File: src/rtl/cpu_run_monitor.sv
// Run monitor for the single-cycle CPU: tracks register/memory value checks, misaligned
// stores, the end-of-program sentinel and a RUN-cycle timeout.
module cpu_run_monitor #(
   parameter int          N_CHECKS     = 2,
   parameter int          XLEN         = 32,
   parameter int          CYC_W        = 16,
   parameter int          MAX_CYCLES   = 2000,
   parameter logic [31:0] END_SENTINEL = 32'h0000_006F
) (
   input  logic                      clk,
   input  logic                      reset,
   input  logic                      start,
   input  logic                      retire_valid,
   input  logic [XLEN-1:0]           retire_pc,
   input  logic [31:0]               retire_instr,
   input  logic                      rf_we,
   input  logic [4:0]                rf_waddr,
   input  logic [XLEN-1:0]           rf_wdata,
   input  logic                      st_en,
   input  logic [XLEN-1:0]           st_addr,
   input  logic [XLEN-1:0]           st_data,
   input  logic [N_CHECKS-1:0]       cfg_is_mem,
   input  logic [N_CHECKS*XLEN-1:0]  cfg_target,
   input  logic [N_CHECKS*XLEN-1:0]  cfg_value,
   output logic [1:0]                state,
   output logic                      done,
   output logic                      pass,
   output logic [N_CHECKS-1:0]       hit,
   output logic [N_CHECKS*CYC_W-1:0] hit_cycle,
   output logic [CYC_W-1:0]          cycles,
   output logic [XLEN-1:0]           end_pc,
   output logic [7:0]                misalign_cnt
);

   localparam logic [1:0] S_IDLE    = 2'd0;
   localparam logic [1:0] S_RUN     = 2'd1;
   localparam logic [1:0] S_DONE    = 2'd2;
   localparam logic [1:0] S_TIMEOUT = 2'd3;

   logic [1:0]                r_state;
   logic [1:0]                w_next_state;
   logic [N_CHECKS-1:0]       r_cfg_is_mem;
   logic [N_CHECKS*XLEN-1:0]  r_cfg_target;
   logic [N_CHECKS*XLEN-1:0]  r_cfg_value;
   logic [N_CHECKS-1:0]       r_hit;
   logic [N_CHECKS*CYC_W-1:0] r_hit_cycle;
   logic [CYC_W-1:0]          r_cycles;
   logic [XLEN-1:0]           r_end_pc;
   logic [7:0]                r_misalign;
   logic                      r_pass;

   logic [N_CHECKS-1:0]       w_match;
   logic                      w_sentinel;
   logic                      w_timeout;
   logic                      w_misalign;
   logic                      w_arm;
   logic                      w_run;

   assign w_run      = (r_state == S_RUN);
   assign w_arm      = start && !w_run;
   assign w_sentinel = retire_valid && (retire_instr == END_SENTINEL);
   assign w_timeout  = (r_cycles == CYC_W'(MAX_CYCLES - 1));
   assign w_misalign = st_en && (st_addr[1:0] != 2'b00);

   // Per-check comparators against the configuration latched at arm time.
   for (genvar g = 0; g < N_CHECKS; g++) begin : g_chk
      logic [XLEN-1:0] w_tgt;
      logic [XLEN-1:0] w_val;
      logic            w_reg_hit;
      logic            w_mem_hit;
      assign w_tgt     = r_cfg_target[g*XLEN +: XLEN];
      assign w_val     = r_cfg_value[g*XLEN +: XLEN];
      assign w_reg_hit = rf_we && (rf_waddr == w_tgt[4:0]) && (rf_waddr != 5'd0) &&
                         (rf_wdata == w_val);
      assign w_mem_hit = st_en && (st_addr == w_tgt) && (st_addr[1:0] == 2'b00) &&
                         (st_data == w_val);
      assign w_match[g] = r_cfg_is_mem[g] ? w_mem_hit : w_reg_hit;
   end

   always_ff @(posedge clk) begin
      if (!reset) r_state <= S_IDLE;
      else        r_state <= w_next_state;
   end

   always_comb begin
      w_next_state = r_state;
      case (r_state)
         S_RUN: begin
            if (w_sentinel)     w_next_state = S_DONE;
            else if (w_timeout) w_next_state = S_TIMEOUT;
         end
         default: begin
            if (start) w_next_state = S_RUN;
         end
      endcase
   end

   always_comb begin
      state = r_state;
      done  = (r_state == S_DONE) || (r_state == S_TIMEOUT);
   end

   // Status registers only move in RUN or on an arm; DONE/TIMEOUT hold everything.
   always_ff @(posedge clk) begin
      if (!reset) begin
         r_cfg_is_mem <= '0;
         r_cfg_target <= '0;
         r_cfg_value  <= '0;
         r_hit        <= '0;
         r_hit_cycle  <= '0;
         r_cycles     <= '0;
         r_end_pc     <= '0;
         r_misalign   <= '0;
         r_pass       <= 1'b0;
      end else if (w_arm) begin
         r_cfg_is_mem <= cfg_is_mem;
         r_cfg_target <= cfg_target;
         r_cfg_value  <= cfg_value;
         r_hit        <= '0;
         r_hit_cycle  <= '0;
         r_cycles     <= '0;
         r_end_pc     <= '0;
         r_misalign   <= '0;
         r_pass       <= 1'b0;
      end else if (w_run) begin
         r_cycles <= r_cycles + 1'b1;
         r_hit    <= r_hit | w_match;
         for (int k = 0; k < N_CHECKS; k++) begin
            if (w_match[k] && !r_hit[k]) r_hit_cycle[k*CYC_W +: CYC_W] <= r_cycles;
         end
         if (w_misalign && (r_misalign != 8'hFF)) r_misalign <= r_misalign + 8'd1;
         if (w_sentinel) begin
            r_end_pc <= retire_pc;
            r_pass   <= &(r_hit | w_match);
         end else if (w_timeout) begin
            r_pass   <= 1'b0;
         end
      end
   end

   assign pass         = r_pass;
   assign hit          = r_hit;
   assign hit_cycle    = r_hit_cycle;
   assign cycles       = r_cycles;
   assign end_pc       = r_end_pc;
   assign misalign_cnt = r_misalign;

endmodule
File: config.mk
export PLATFORM = sky130hd
export DESIGN_NAME = cpu_run_monitor
export DESIGN_NICKNAME = d
export VERILOG_FILES = /design/src/rtl/cpu_run_monitor.sv
export SDC_FILE = /design/constraint.sdc
export NUM_CORES = 1
export LEC_CHECK = 0
export CORE_MARGIN = 2
export CORE_UTILIZATION = 50
export CTS_BUF_LIST = sky130_fd_sc_hd__clkbuf_8
export CTS_CLUSTER_SIZE = 14
export DETAILED_ROUTE_END_ITERATION = 8
export PLACE_DENSITY_LB_ADDON = 0.15
export SLEW_MARGIN = 20
export SYNTH_ARGS = -nofsm -noshare
export SYNTH_HDL_FRONTEND = slang
export SYNTH_SLANG_ARGS = --single-unit
File: constraint.sdc
create_clock -name clk -period 4 [get_ports clk]
set_clock_uncertainty 0.2 [all_clocks]
set_input_delay 0.6 -clock clk [delete_from_list [all_inputs] [get_ports clk]]
set_output_delay 0.6 -clock clk [all_outputs]
set_load 0.02 [all_outputs]
### Word-level counts from Yosys, hierarchy flattened

Cells that the tools add are included.

| operators by class | value |
|---|---|
| add/sub/neg operators | 2 |
| equal/unequal tests | 15 |
| mux-type cells | 8 |
| bitwise gates (word level) | 2 |
| reductions and logical operators | 35 |

Operator list:

| kind | number |
|---|---|
| equality test 32 bit | 6 |
| equality test 32 x 7 -> 1 bit (second input constant) | 1 |
| logical AND 1 bit | 18 |
| adder 16 x 1 -> 16 bit (second input constant) | 1 |
| equality test 16 x 11 -> 1 bit (second input constant) | 1 |
| AND reduction 2 bit | 7 |
| equality test 5 bit | 2 |
| adder 8 x 1 -> 8 bit (second input constant) | 1 |
| 2-to-1 mux 2 bit | 4 |
| inequality test 8 bit (second input constant) | 1 |
| nonzero test 2 bit | 3 |
| nonzero test 5 bit | 1 |
| equality test 2 bit (second input constant) | 2 |
| 2-to-1 mux 1 bit | 4 |
| logical NOT 1 bit | 3 |
| inequality test 3 bit (second input constant) | 1 |
| equality test 2 x 1 -> 1 bit (second input constant) | 1 |
| logical NOT 2 bit | 1 |
| OR 2 bit | 1 |
| OR reduction 2 bit | 1 |
| logical OR 1 bit | 1 |
| inverter 1 bit | 1 |

| storage, ports and cells | value |
|---|---|
| flip-flop bits (word level) | 223 |
| input bits | 301 |
| output and inout bits | 94 |
| word-level logic and storage cells | 73 |

### Depth between registers and ports, before layout

| logic depth | value |
|---|---|
| depth after elaboration | 8 |
| mapped depth | 9 |

### Worst setup path before layout

OpenSTA, ideal clock, no wires.

| path | value |
|---|---|
| kind | in2reg |
| from | input rf_wdata[23] |
| to | register r_hit_cycle[22] (netlist: hit_cycle[22]) |
| setup time | 0.125 ns |
| arrival | 2.343 ns |
| required time | 3.675 ns |
| slack | 1.332 ns |
| stages | 9 |
| buffers on the path | 2 |
| cells stage by stage | xor2_1 -> nor4_2 -> nand3_1 -> or4_1 -> o32a_1 -> buf_6 -> buf_12 -> mux2i_1 -> nor2_1 |

| between the ends | value |
|---|---|
| longest elaborated chain between the ends | 5 |

Ends and longest elaborated chain:

| item | RTL line | text |
|---|---|---|
| start: declaration | 18 | `input logic [XLEN-1:0] rf_wdata,` |
| equality test 32 bit | 74 | `(rf_wdata == w_val);` |
| logical AND 1 bit | 73 | `assign w_reg_hit = rf_we && (rf_waddr == w_tgt[4:0]) && (rf_waddr != 5'd0) &&` |
| 2-to-1 mux 1 bit | 77 | `assign w_match[g] = r_cfg_is_mem[g] ? w_mem_hit : w_reg_hit;` |
| logical AND 1 bit | 129 | `if (w_match[k] && !r_hit[k]) r_hit_cycle[k*CYC_W +: CYC_W] <= r_cycles;` |
| AND reduction 2 bit (no source line) | n/a |  |
| end signal: indexed assignment | 129 |  |
| end: declaration | 46 | `logic [N_CHECKS*CYC_W-1:0] r_hit_cycle;` |

No other way between the ends.
A chain may end at the register's enable or synchronous reset.

### Worst setup path in the final report

| path | value |
|---|---|
| from | input st_data[9] |
| to | register r_hit_cycle[2] (netlist: hit_cycle[2]) |

| between the ends | value |
|---|---|
| longest elaborated chain between the ends | 5 |

Ends and longest elaborated chain:

| item | RTL line | text |
|---|---|---|
| start: declaration | 21 | `input logic [XLEN-1:0] st_data,` |
| equality test 32 bit | 76 | `(st_data == w_val);` |
| logical AND 1 bit | 75 | `assign w_mem_hit = st_en && (st_addr == w_tgt) && (st_addr[1:0] == 2'b00) &&` |
| 2-to-1 mux 1 bit | 77 |  |
| logical AND 1 bit | 129 |  |
| AND reduction 2 bit (no source line) | n/a |  |

No other way between the ends.

==> out/results.txt <==
Syn avg cell area - 8.608 um2
Pwr/cell area - 337.7 nW/um2
Tcrit/Tclk final - 74.25%
Drt drc - 0
Number of flops mapped to enable cells by yosys - 0
Rel. slew slack - 45.07%
Wire per inst - 21.90 um
Hold endpoint - r_cfg_target[13]$_SDFFE_PN0P_
Post-CTS Hold Fix Bufs - 0
Ratio of cells with drive above 1 in the final layout - 4.209%
Min Tclk post-route - 2.970 ns
R2r worst-path depth - 8
Largest net degree at the start of global routing - 134
Initial Util - 50.72%
Hold path startpoint - r_cfg_target[13]$_SDFFE_PN0P_
First-pass GRT wire length - 63780 um
Final net count - 1965
Arrival time at the worst endpoint - 3.18 ns
Yosys reg bits - 223
Critical Setup Path Class - input pin to flop
Vias after detailed routing - 10950
Routed WL - 43110 um
Seq/Total Area, Yosys - 40.45%
Switching part of the total - 28.21%
Num CTS Buffers - 38
Commonest cells post-synth - 282 x nand2_1, 223 x dfxtp_1, 154 x xnor2_1, 131 x a21boi_0, 106 x nor2_1
Syn_nets - 1585
Status - completed
Ys flop type - dfxtp_1
Internal power - 3.853 mW
Clk buf depth - 3
Yosys top cell area share - 40.45%
CP Max Fanout - 16
Post-CTS setup buffers - 0
ANT nets after route - 0
Psw - 1.514 mW
Avg Vias per Cell - 5.565
First DRT Iteration DRCs - 903
Vias in the first global route - 10760
Max-cap violations - 0
Cts repair resizes - 0
DP Wirelength - 33830 um
Count leader, synth - nand2_1
RSZ-0062 raised after global routing - no
Finished Layout Cells - 1968
R2R Setup Slk - 1.19 ns
Synthesized area - 11040 um2
Worst skew pair latency - 0.55 ns
Gr usage total - 35.53%
Final Hold Fails - 0
Top post-synthesis cells by area - dfxtp_1 40%, xnor2_1 12%, nand2_1 9.6%
Worst R2R End - hit_cycle[22]$_SDFFE_PP0P_
Worst-path clk slew - 0.06 ns
Final setup violating endpoints - 0
Final setup TNS - 0 ns
Post-Synthesis Cells - 1282
Tightest Hold Check Type - flop to flop
Initial antenna violation count - 1
Max-slew violation count - 0
Syn-to-layout area delta - 43.99%
CTS tree - built
Number of I/O pins - 395
H-tree levels - 2
Reg-to-Reg Start - r_cfg_value[54]$_SDFFE_PN0P_
Remaining Overflow, GRT - 0
CTS Sinks - 223
Die ar. - 23280 um2
Highest clock rate - 336.7 MHz
Die width - 152.6 um
Post-synth top area cell - dfxtp_1
CORE AREA - 21760 um2
Worst path required time - 4.21 ns
WHS - 0.2778 ns
Power share of the sequential group - 44.7%
Startpoint types - input pin
IO buf count - 394
Num rows - 54
Crit. End Element - flop
Dpl cells - 1902
Clock network power share - 37.7%
FILL cells - 1535
DRT Pass-1 Iters - 6
Async set or reset register ratio after synthesis - 0%
Die Y-Extent - 152.6 um
Maximum VDD drop - 0.2593 mV
GPL Wtd Cong - 0.9983
Actual slew at the worst max-slew pin - 0.8240 ns
Cell variety after synth - 45
WHS Path Cells - 2
Leakage - 5.573 nW
Ys Warns - 0
Combinational power share - 17.6%
CTS root buffer - clkbuf_8
## registers in the layout (all words and copies together) (netlist names)
register,flops
r_cfg_value,64
pass,1
r_cfg_is_mem,2
cycles,16
state,2
hit_cycle,32
misalign_cnt,8
end_pc,32
hit,2
r_cfg_target,64
## routing by layer
metal / track usage (%) / wire, um / vias up
met5: 0 / 0 / -
met4: 13.01 / 1635 / 0
met3: 11.06 / 4310 / 96
met2: 57.53 / 19600 / 579
met1: 44.68 / 17560 / 5160
li1: - / - / 5116
## stage by stage
step                      power [mW]  setup slack (ns)  cell area [um2]  util (%)
after detailed placement       3.359            0.5407            15140     69.60
after CTS                      5.361             1.105            15880     73.01
after global placement         3.360            0.5456            15140     69.60
after floorplan                2.815             1.332            11040         -
final                          5.367             1.030            15890     73.04
after global routing           5.535            0.9748            15890     73.04
## cells in the final DEF, fill, tap and decap left out, types with 2 or more instances in the layout
| cell type | instances |
|---|---|
| a41oi_1 | 2 |
| a21oi_1 | 3 |
| clkbuf_8 | 48 |
| nor4b_1 | 4 |
| nor4_1 | 36 |
| o21a_1 | 3 |
| nand4_1 | 77 |
| buf_12 | 2 |
| nor4bb_1 | 2 |
| a21boi_0 | 131 |
| xor2_1 | 67 |
| nor2b_1 | 3 |
| xnor2_1 | 154 |
| clkdlybuf4s50_1 | 393 |
| and2_1 | 2 |
| nand2_1 | 281 |
| ha_1 | 2 |
| o21ai_0 | 4 |
| inv_1 | 14 |
| and4b_1 | 2 |
| clkinv_2 | 2 |
| or4_1 | 7 |
| mux2i_1 | 65 |
| buf_4 | 6 |
| nor3_1 | 7 |
| and3_1 | 4 |
| clkinvlp_4 | 2 |
| nand2b_1 | 4 |
| nor2_1 | 106 |
| dfxtp_1 | 223 |
| nand3_1 | 12 |
| or3_1 | 2 |
## kinds of logic (layout without fill, tap and decap cells)
family / count (synthesis) / after routing / synth area share [%]
and+or+nand+nor: 559 / 559 / 23.20
DFF: 223 / 223 / 40.45
xor gates and xnor gates: 221 / 221 / 17.54
AOI/OAI and AO/OA: 147 / 147 / 9.989
muxes: 65 / 65 / 5.896
buffers and inverters: 65 / 470 / 2.698
adders and majority gates: 2 / 2 / 0.2267
other: 0 / 1 / 0
## worst max-delay path, stage by stage
cell and delay (ns):
clkdlybuf4s50_1 0.45, xnor2_1 0.43, nand4_1 0.26, nor4_1 0.40
nand4_1 0.22, o21ai_2 0.18, buf_4 0.31, mux2i_1 0.28
nor2_1 0.06
## area by class of cell
cell class,count,area (um2),area share (%)
Tap cell,280,350.3,2.205
Clock inverter,17,81.33,0.5118
Clock buffer,48,660.6,4.157
Timing Repair Buffer,403,4035,25.39
Sequential cell,223,4464,28.09
Inverter,2,7.507,0.04724
Antenna cell,1,2.502,0.01575
Multi-Input combinational cell,994,6289,39.57
## power by group through the flow
stage / logic, mW / clock network [mW] / registers, mW
floorplan: 0.410 / 0 / 2.41
global placement: 0.919 / 0 / 2.44
detailed placement: 0.917 / 0 / 2.44
CTS: 0.927 / 2.04 / 2.39
global route: 1.00 / 2.13 / 2.40
finish: 0.946 / 2.02 / 2.40
## worst max-delay path by stage
stage	slack, ns	end	startpoint	cells past startpoint
floorplan	1.33	hit_cycle[22]$_SDFFE_PP0P_	rf_wdata[23]	9
global placement	0.55	hit_cycle[27]$_SDFFE_PP0P_	rf_wdata[30]	9
detailed placement	0.54	hit_cycle[22]$_SDFFE_PP0P_	rf_wdata[30]	9
CTS	1.10	hit_cycle[22]$_SDFFE_PP0P_	rf_wdata[30]	9
global route	0.97	hit_cycle[2]$_SDFFE_PP0P_	st_addr[1]	9
finish	1.03	hit_cycle[2]$_SDFFE_PP0P_	st_data[9]	9
(Power assumes the default switching activity.)
